### config.mk
export PLATFORM = sky130hd
export DESIGN_NAME = pwm_multi
export DESIGN_NICKNAME = d
export VERILOG_FILES = /design/src/rtl/pwm_pkg.sv /design/src/rtl/pwm_prescaler.sv /design/src/rtl/pwm_multi.sv
export SDC_FILE = /design/constraint.sdc
export NUM_CORES = 1
export LEC_CHECK = 0
export CELL_PAD_IN_SITES_DETAIL_PLACEMENT = 1
export CELL_PAD_IN_SITES_GLOBAL_PLACEMENT = 1
export CORE_ASPECT_RATIO = 0.9
export CORE_MARGIN = 10
export CORE_UTILIZATION = 35
export DETAILED_ROUTE_END_ITERATION = 10
export PLACE_DENSITY = 0.71
export SLEW_MARGIN = 0
export SYNTH_ARGS = -nofsm -noshare
export SYNTH_HDL_FRONTEND = slang
export SYNTH_SLANG_ARGS = --single-unit
export TNS_END_PERCENT = 100
### constraint.sdc
create_clock -name clk -period 3.49 [get_ports clk]
set_input_delay 0.698 -clock clk [delete_from_list [all_inputs] [get_ports clk]]
set_output_delay 0.698 -clock clk [all_outputs]
set_load 0.005 [all_outputs]
### src/rtl/pwm_pkg.sv
// Shared direction type and channel-index sizing for the multi-channel PWM generator.
// Pure declarations: no latency or flow control of its own.
package pwm_pkg;

    typedef enum logic {
        UP   = 1'b0,
        DOWN = 1'b1
    } dir_t;

    // Width of a channel index; a single-channel build still gets a 1-bit index.
    function automatic int ch_idx_w(input int channels);
        return (channels <= 2) ? 1 : $clog2(channels);
    endfunction

endpackage

### src/rtl/pwm_prescaler.sv
// Prescaler: tick is combinational, high once every presc+1 clk cycles while enabled.
// No flow control; enable low parks the count at zero so the first enabled cycle can tick.
module pwm_prescaler #(
    parameter int PRESC_LEN = 8
) (
    input  logic                 clk,
    input  logic                 rst,
    input  logic                 enable,
    input  logic [PRESC_LEN-1:0] presc,
    output logic                 tick
);

    localparam logic [PRESC_LEN-1:0] ONE = PRESC_LEN'(1);

    logic [PRESC_LEN-1:0] presc_cnt;

    assign tick = enable && (presc_cnt == presc);

    always_ff @(posedge clk) begin
        if (rst || !enable || tick) begin
            presc_cnt <= '0;
        end else begin
            presc_cnt <= presc_cnt + ONE;
        end
    end

endmodule

### src/rtl/pwm_multi.sv
// pwm_multi: shared prescaled counter driving CHANNELS double-buffered comparators; pwm_pin lags cnt by 1 clk.
// Center-aligned counting exists only when PWM_CENTER_EN is defined; no backpressure, writes always accepted.
module pwm_multi
    import pwm_pkg::*;
#(
    parameter int CNTR_LEN  = 8,
    parameter int CHANNELS  = 4,
    parameter int PRESC_LEN = 8
) (
    input  logic                            clk,
    input  logic                            rst,
    input  logic                            enable,
    input  logic [CNTR_LEN-1:0]             period,
    input  logic [PRESC_LEN-1:0]            presc,
    input  logic                            center_mode,
    input  logic [CHANNELS-1:0]             polarity,
    input  logic                            wr_en,
    input  logic [ch_idx_w(CHANNELS)-1:0]   wr_ch,
    input  logic [CNTR_LEN-1:0]             wr_compare,
    output logic [CHANNELS-1:0]             pwm_pin,
    output logic                            period_tick
);

    localparam logic [CNTR_LEN-1:0] ONE = CNTR_LEN'(1);

    logic [CNTR_LEN-1:0]  cnt;
    logic [CNTR_LEN-1:0]  cnt_nxt;
    logic [CNTR_LEN-1:0]  act_period;
    logic [PRESC_LEN-1:0] act_presc;
    logic                 tick;
    logic                 boundary;
    logic                 load;
    logic [CHANNELS-1:0]  pwm_d;

    pwm_prescaler #(
        .PRESC_LEN (PRESC_LEN)
    ) u_presc (
        .clk    (clk),
        .rst    (rst),
        .enable (enable),
        .presc  (act_presc),
        .tick   (tick)
    );

    // While idle every cycle acts as a boundary, so the first enabled compare already sees the shadows.
    assign load = !enable || boundary;

`ifdef PWM_CENTER_EN
    dir_t dir;
    dir_t dir_nxt;

    always_ff @(posedge clk) begin
        if (rst) begin
            dir <= UP;
        end else begin
            dir <= dir_nxt;
        end
    end
`else
    logic unused_center;
    assign unused_center = center_mode;
`endif

    always_comb begin
        cnt_nxt  = cnt;
        boundary = 1'b0;
`ifdef PWM_CENTER_EN
        dir_nxt  = dir;
`endif
        if (!enable) begin
            cnt_nxt = '0;
`ifdef PWM_CENTER_EN
            dir_nxt = UP;
        end else if (tick && center_mode) begin
            if (act_period == '0) begin
                boundary = 1'b1;
                cnt_nxt  = '0;
                dir_nxt  = UP;
            end else if (dir == UP) begin
                if (cnt == act_period) begin
                    dir_nxt = DOWN;
                    cnt_nxt = cnt - ONE;
                end else begin
                    cnt_nxt = cnt + ONE;
                end
            end else if (cnt == '0) begin
                boundary = 1'b1;
                dir_nxt  = UP;
                cnt_nxt  = ONE;
            end else begin
                cnt_nxt = cnt - ONE;
            end
`endif
        end else if (tick) begin
`ifdef PWM_CENTER_EN
            dir_nxt = UP;
`endif
            if (cnt == act_period) begin
                boundary = 1'b1;
                cnt_nxt  = '0;
            end else begin
                cnt_nxt = cnt + ONE;
            end
        end
    end

    always_ff @(posedge clk) begin
        if (rst) begin
            cnt         <= '0;
            act_period  <= '0;
            act_presc   <= '0;
            pwm_pin     <= '0;
            period_tick <= 1'b0;
        end else begin
            cnt <= cnt_nxt;
            if (load) begin
                act_period <= period;
                act_presc  <= presc;
            end
            pwm_pin     <= pwm_d;
            period_tick <= boundary;
        end
    end

    for (genvar i = 0; i < CHANNELS; i++) begin : g_ch
        logic [CNTR_LEN-1:0] shadow_cmp;
        logic [CNTR_LEN-1:0] active_cmp;
        logic                wr_hit;

        // Out-of-range indices never match any channel, so such writes fall away.
        assign wr_hit = wr_en && (32'(wr_ch) == i);

        always_ff @(posedge clk) begin
            if (rst) begin
                shadow_cmp <= '0;
                active_cmp <= '0;
            end else begin
                if (wr_hit) begin
                    shadow_cmp <= wr_compare;
                end
                if (load) begin
                    active_cmp <= wr_hit ? wr_compare : shadow_cmp;
                end
            end
        end

        assign pwm_d[i] = enable ? ((active_cmp > cnt) ^ polarity[i]) : polarity[i];
    end

endmodule
==> summary.md, run 1 <==
| Metric | Value |
|---|---|
| Nets | 777 |
| I/O pins | 40 |
| CP Launch Type | flop |
| Clk_lat worst skew | 350 ps |
| Number of global-route vias before repair | 5340 |
| H-tree depth | 3 |
| Leakage | 2.32 nW |
| CTS clk-pin slew, worst paths | 70 ps |
| Synth Warn # | 0 |
| GP Congestion | 0.764 |
| Fin. max-slew vios | 0 |
| Sequential cell area fraction in the yosys report | 34.9% |
| Synthesis-stage register bit count | 101 |
| Die height | 142 um |
| Clock sink total | 101 |
| Min cycle time layout | 2490 ps |
| Post-synthesis mux area share | 0% |
| Final Cycle Share | 71.2% |
| Number of synthesized flops with an enable pin | 0 |
| Synth Area in Adders | 7.34% |
| CP Data Arrival Time | 2710 ps |
| Die X | 156 um |
| ANT cells | 0 |
| Initial antenna violation count | 0 |
| Synth Area in Simple Gates | 36.6% |
| Setup bufs post-CTS | 0 |
| DR WL/cell | 18.5 um |
| Compound-Gate Fraction of Synth Area | 11.9% |
| Post-Syn Area | 5790 sq um |
| Post-CTS Resized | 0 |
| Final ANT Viol Nets | 0 |
| Buf/Inv on CP | 1 |
| Core area | 16200 sq um |
| Max Cap Viol | 0 |
| Element type at the critical path end | flop |
| Port Buffers | 38 |
| Max_slew headroom | 31.8% |
| Final hold vios | 0 |
| Vias per std cell | 5.84 |
| Worst path max stage delay | 600 ps |
| Crit-path cells | xor2_1, nor4_1, nand2_1, buf_4, nand4b_1, nand4_1 |
| Synth cell types | 40 |
| Finished Layout Cells | 918 |
| Syn Inst Count | 712 |
| Cts bufs inserted | 9 |
| Largest family of logic cells by synthesized area | simple AND/OR/NAND/NOR gates |
| Xor/xnor share of the synthesized area | 3.33% |
| Max Clock Skew | 7.48 ps |
| Mapped Nets | 781 |
| HPWL after detailed placement | 11700 um |
| Maximum VDD drop | 229 uV |
| Initial DRC Count | 291 |
| Top_reg_cell synth | dfxtp_1 |
| Placement Rows | 44 |
| RSZ-0062 raised after global routing | false |
| Pwr Density | 407 nW/um^2 |
| CTS Buffer Depth | 2 |
| Least-Margin Pin Slew | 1020 ps |
| Async SR Flop Fraction | 0% |
| Remaining DRCs | 0 |
| CTS Hold Bufs | 0 |
| Root buf cell | clkbuf_16 |
| Critical path fanouts, max | 29 |
| Pin count of the biggest net entering global routing | 111 |
| Status | finished clean |
| WS Path Type | reg2reg |
| Share of post-route cells with drive strength above 1 | 4.78% |
| GRT overflow | 0 |
| Initial Util | 35.8% |
| Area Overhead vs Synth | 11.7% |
| Min-Delay Path Class | reg2reg |
| All-layer global routing usage | 15.2% |
| # placed instances | 904 |
| Max Freq | 402 MHz |
| DR vias | 5360 |
| Avg Inst Size Synth | 8.14 sq um |
| Full die area | 22100 sq um |
| Setup violations, final | 0 |
| CP top delay family | simple AND/OR/NAND/NOR gates |
| TritonCTS clock tree | yes |
| Data required time of the critical path | 3720 ps |
| First-pass GRT wire length | 27600 um |
| Router iterations before antenna repair | 4 |
| Setup TNS | 0 ps |
| Post-Route WL | 17000 um |
| Slowest stage cell, crit path | dfxtp_1 |
worst register-to-register path: stages, from the launching register on:
cell and delay, ps:
dfxtp_1 600, xor2_1 130, nor4_1 340, nand2_1 540, buf_4 470, nand4b_1 160
nand4_1 110
layout by cell type, fill, tap and decap left out, types with 6 or more instances in the layout:
cell | Yosys | final
inv_1 | 12 | 12
nand4b_1 | 72 | 72
nand2_1 | 121 | 121
clkbuf_16 | 0 | 9
nand3_1 | 43 | 43
nor2_1 | 32 | 32
o311ai_1 | 12 | 12
nor3b_1 | 16 | 16
a21oi_1 | 65 | 65
nand3b_1 | 6 | 6
clkdlybuf4s50_1 | 0 | 36
or4_1 | 8 | 8
xor2_1 | 20 | 20
o21ai_0 | 9 | 9
buf_4 | 6 | 11
and3_1 | 11 | 10
nand4_1 | 40 | 40
ha_1 | 34 | 34
dfxtp_1 | 101 | 101
report_power, final:
part	switching, mW	internal, mW
registers	0.0318	1.20
clock network	0.435	0.513
logic	0.290	0.160
total	0.757	1.88
logic make-up after synthesis:
logic type      count (synthesis)
simple gates                  370
compound gates                110
flops                         101
buf+inv                        75
fa+ha+maj                      34
xor+xnor                       22
cells in the mapped netlist (4+ instances only):
| cell | n | area, sq um |
|---|---|---|
| a2111o_1 | 4 | 45.0 |
| a21o_1 | 4 | 30.0 |
| a21oi_1 | 65 | 325 |
| a32o_1 | 4 | 40.0 |
| and3_1 | 11 | 68.8 |
| buf_2 | 8 | 40.0 |
| buf_4 | 6 | 45.0 |
| buf_6 | 4 | 45.0 |
| clkbuf_1 | 44 | 165 |
| dfxtp_1 | 101 | 2020 |
| ha_1 | 34 | 425 |
| inv_1 | 12 | 45.0 |
| nand2_1 | 121 | 454 |
| nand3_1 | 43 | 215 |
| nand3b_1 | 6 | 45.0 |
| nand4_1 | 40 | 250 |
| nand4b_1 | 72 | 631 |
| nor2_1 | 32 | 120 |
| nor2b_1 | 4 | 25.0 |
| nor3_1 | 4 | 20.0 |
| nor3b_1 | 16 | 120 |
| nor4_1 | 4 | 25.0 |
| o211ai_1 | 4 | 30.0 |
| o21ai_0 | 9 | 45.0 |
| o311ai_0 | 4 | 35.0 |
| o311ai_1 | 12 | 105 |
| or4_1 | 8 | 60.1 |
| xor2_1 | 20 | 175 |
final timing paths:
kind                              from                    end  slack, ps  cells after the start
setup / recovery                cnt[0]  g_ch[0].active_cmp[6]       1000                      6
hold / removal    u_presc.presc_cnt[0]   u_presc.presc_cnt[0]        480                      1
setup reg to reg                cnt[0]  g_ch[0].active_cmp[6]       1000                      6
hold reg to reg   u_presc.presc_cnt[0]   u_presc.presc_cnt[0]        480                      1
sequential cells by signal, summed over array words and instances (netlist names):
name / cells
g_ch.active_cmp: 32
g_ch.shadow_cmp: 32
act_period: 8
act_presc: 8
cnt: 8
u_presc.presc_cnt: 8
pwm_pin: 4
period_tick: 1
layer usage:
metal	vias to the layer above	wire length, um	global-route usage [%]
li1	2616	-	-
met1	2639	7740	19.2
met2	90	8290	25.4
met3	15	722	3.17
met4	0	255	4.43
met5	-	0	0
area by class of cell:
type                       instances  area, sq um
multi-input combinational        536         3430
fill                            1942         9720
clock buffer                      12          256
sequential                       101         2020
timing repair buffer              48          448
clock inverter                     2         10.0
tap                              207          259
inverter                          12         45.0
through the flow:
stage	hold WS, ps	setup WS (ps)	total power, mW	util [%]	instance area, sq um
2_1_floorplan	436	1650	1.57	-	5790
3_3_place_gp	453	808	1.69	38.3	6200
3_5_place_dp	473	682	1.71	38.3	6200
4_1_cts	488	969	2.66	40.0	6470
5_1_grt	516	731	2.76	40.0	6470
6_report	479	1000	2.63	40.0	6470
Power figures use the tool's default switching activity.
==> run 2: changes to the inputs <==
Settings changed: PLACE_DENSITY 0.71 to 0.74.
Clock period 3.49 ns to 2.2 ns, I/O delays scaled along.
==> run 2 against run 1 <==
Compared with the run above:
- via count is 2.2% higher
- combinational power is 67% higher
- die area stayed put
- sequential power is 59% higher
- clock skew is 6.4 ps higher
- non-clock buffer count is 7 higher
- setup slack worse by 840 ps
- largest cell class unchanged
- clock power is 70% higher
- register-to-register slack worse by 840 ps
- worst hold slack worse by 0.81 ps
==> summary.md, run 2 (synthesis results as in run 1) <==
| Metric | Value |
|---|---|
| Status | finished clean (unchanged) |
| Element type at the critical path end | flop (unchanged) |
| Min-Delay Path Class | reg2reg (unchanged) |
| Min cycle time layout | 2030 ps (was 2490 ps) |
| Cts bufs inserted | 9 (unchanged) |
| CTS Hold Bufs | 0 (unchanged) |
| RSZ-0062 raised after global routing | false (unchanged) |
| Die height | 142 um (unchanged) |
| DR vias | 5478 (was 5360) |
| Initial DRC Count | 359 (was 291) |
| Final ANT Viol Nets | 0 (unchanged) |
| Pre-CTS setup slack | 64.9 ps (was 682 ps) |
| Vias per std cell | 5.91 (was 5.84) |
| TritonCTS clock tree | yes (unchanged) |
| Nets | 784 (was 777) |
| CP Launch Type | flop (unchanged) |
| Full die area | 22100 sq um (unchanged) |
| Crit-path cells | xor2_1, nor4_1, and2_2, buf_4, nor3_1, a31o_2 (was xor2_1, nor4_1, nand2_1, buf_4, nand4b_1, nand4_1) |
| Router iterations before antenna repair | 6 (was 4) |
| Pin count of the biggest net entering global routing | 95 (was 111) |
| Regs by FF count | g_ch.active_cmp (32), g_ch.shadow_cmp (32) (unchanged) |
| Leakage | 2.38 nW (was 2.32 nW) |
| CP Data Arrival Time | 2290 ps (was 2710 ps) |
| Share of post-route cells with drive strength above 1 | 5.83% (was 4.78%) |
| Setup violations, final | 0 (unchanged) |
| GP Congestion | 0.786 (was 0.764) |
| Clk_lat worst skew | 360 ps (was 350 ps) |
| H-tree depth | 3 (unchanged) |
| Placement Rows | 44 (unchanged) |
| Area Overhead vs Synth | 13.8% (was 11.7%) |
| Initial Util | 35.8% (unchanged) |
| Setup TNS | 0 ps (unchanged) |
| Clock sink total | 101 (unchanged) |
| CTS clk-pin slew, worst paths | 70 ps (about the same) |
| Max Clock Skew | 13.9 ps (was 7.48 ps) |
| Final Cycle Share | 92.5% (was 71.2%) |
| Most common cell after layout, fill and taps aside | nand2_1 (unchanged) |
| Commonest non-fill, non-tap cells in the layout | 121 x nand2_1, 101 x dfxtp_1, 72 x nand4b_1 (unchanged) |
| Fin. max-slew vios | 0 (unchanged) |
| Maximum VDD drop | 451 uV (was 229 uV) |
| Core area | 16200 sq um (unchanged) |
| Initial antenna violation count | 0 (unchanged) |
| Pwr Density | 654 nW/um^2 (was 407 nW/um^2) |
| ANT cells | 0 (unchanged) |
| Final core utilization | 40.7% (was 40.0%) |
| First-pass GRT wire length | 28700 um (was 27600 um) |
| Max_slew headroom | 46.9% (was 31.8%) |
| Post-Route WL | 17800 um (was 17000 um) |
| DR WL/cell | 19.2 um (was 18.5 um) |
| Worst setup margin | 166 ps (was 1000 ps) |
| CTS Buffer Depth | 2 (unchanged) |
| All-layer global routing usage | 15.9% (was 15.2%) |
| Port Buffers | 38 (unchanged) |
| GRT overflow | 0 (unchanged) |
| Remaining DRCs | 0 (unchanged) |
| Max Cap Viol | 0 (unchanged) |
| Post-place instance area | 6310 sq um (was 6200 sq um) |
| Root buf cell | clkbuf_16 (unchanged) |
| CP top delay family | simple AND/OR/NAND/NOR gates (unchanged) |
| Max Freq | 492 MHz (was 402 MHz) |
| Slowest stage cell, crit path | dfxtp_1 (unchanged) |
| I/O pins | 40 (unchanged) |
| Data required time of the critical path | 2460 ps (was 3720 ps) |
| Design Area, Final | 6600 sq um (was 6470 sq um) |
| Buf/Inv on CP | 1 (unchanged) |
| Critical path fanouts, max | 19 (was 29) |
| WS Path Type | reg2reg (unchanged) |
| Least-Margin Pin Slew | 794 ps (was 1020 ps) |
| Die X | 156 um (unchanged) |
| Worst path max stage delay | 450 ps (was 600 ps) |
| Number of global-route vias before repair | 5561 (was 5340) |
| HPWL after detailed placement | 12200 um (was 11700 um) |
| Final hold vios | 0 (unchanged) |
run 2: worst register-to-register path, delay by kind of cell, from the launching register on:
family | cells | cell delay, ps
XOR/XNOR | 1 | 110
AND/OR/NAND/NOR | 3 | 880
flip-flops | 1 | 450
buffers and inverters | 1 | 280
AO/OA/AOI/OAI | 1 | 210
run 2: path summary, 6_finish.rpt:
| path | startpoint | to | slack (ps) | depth (start not counted) |
|---|---|---|---|---|
| max | cnt[1] | cnt[3] | 170 | 6 |
| min | u_presc.presc_cnt[0] | u_presc.presc_cnt[0] | 480 | 1 |
| max reg2reg | cnt[1] | cnt[3] | 170 | 6 |
| min reg2reg | u_presc.presc_cnt[0] | u_presc.presc_cnt[0] | 480 | 1 |
run 2: layout make-up:
cell class / instances / area [sq um]
Clock buffer: 12 / 236
Clock inverter: 4 / 48.8
Fill cell: 1934 / 9590
Inverter: 12 / 45.0
Multi-Input combinational cell: 536 / 3430
Sequential cell: 101 / 2020
Tap cell: 207 / 259
Timing Repair Buffer: 55 / 551
run 2: layer usage:
layer  vias to the layer above  track usage, %  part of all wire [%]
li1                       2633               -                     -
met1                      2744            19.5                    46
met2                        80            27.6                    50
met3                        21            3.02                   3.0
met4                         0            4.43                   1.5
met5                         -               0                     0
run 2: metrics by stage:
stage	hold WS, ps	power (mW)	std cells
final	478	4.31	927
after global routing	518	4.50	927
after CTS	483	4.35	927
after detailed placement	463	2.74	911
after global placement	455	2.71	911
after floorplan	436	2.49	712
run 2: where the power goes:
part / internal, mW / switching, mW / total (mW)
registers: 1.91 / 0.0485 / 1.96
logic: 0.282 / 0.470 / 0.752
clock network: 0.883 / 0.722 / 1.61
total: 3.07 / 1.24 / 4.31
run 2: what timing repair did:
| item | CTS | global route |
|---|---|---|
| endpoints found under the setup margin | 0 | 7 |
| setup buffers | 0 | 0 |
| gates resized for setup | 0 | 2 |
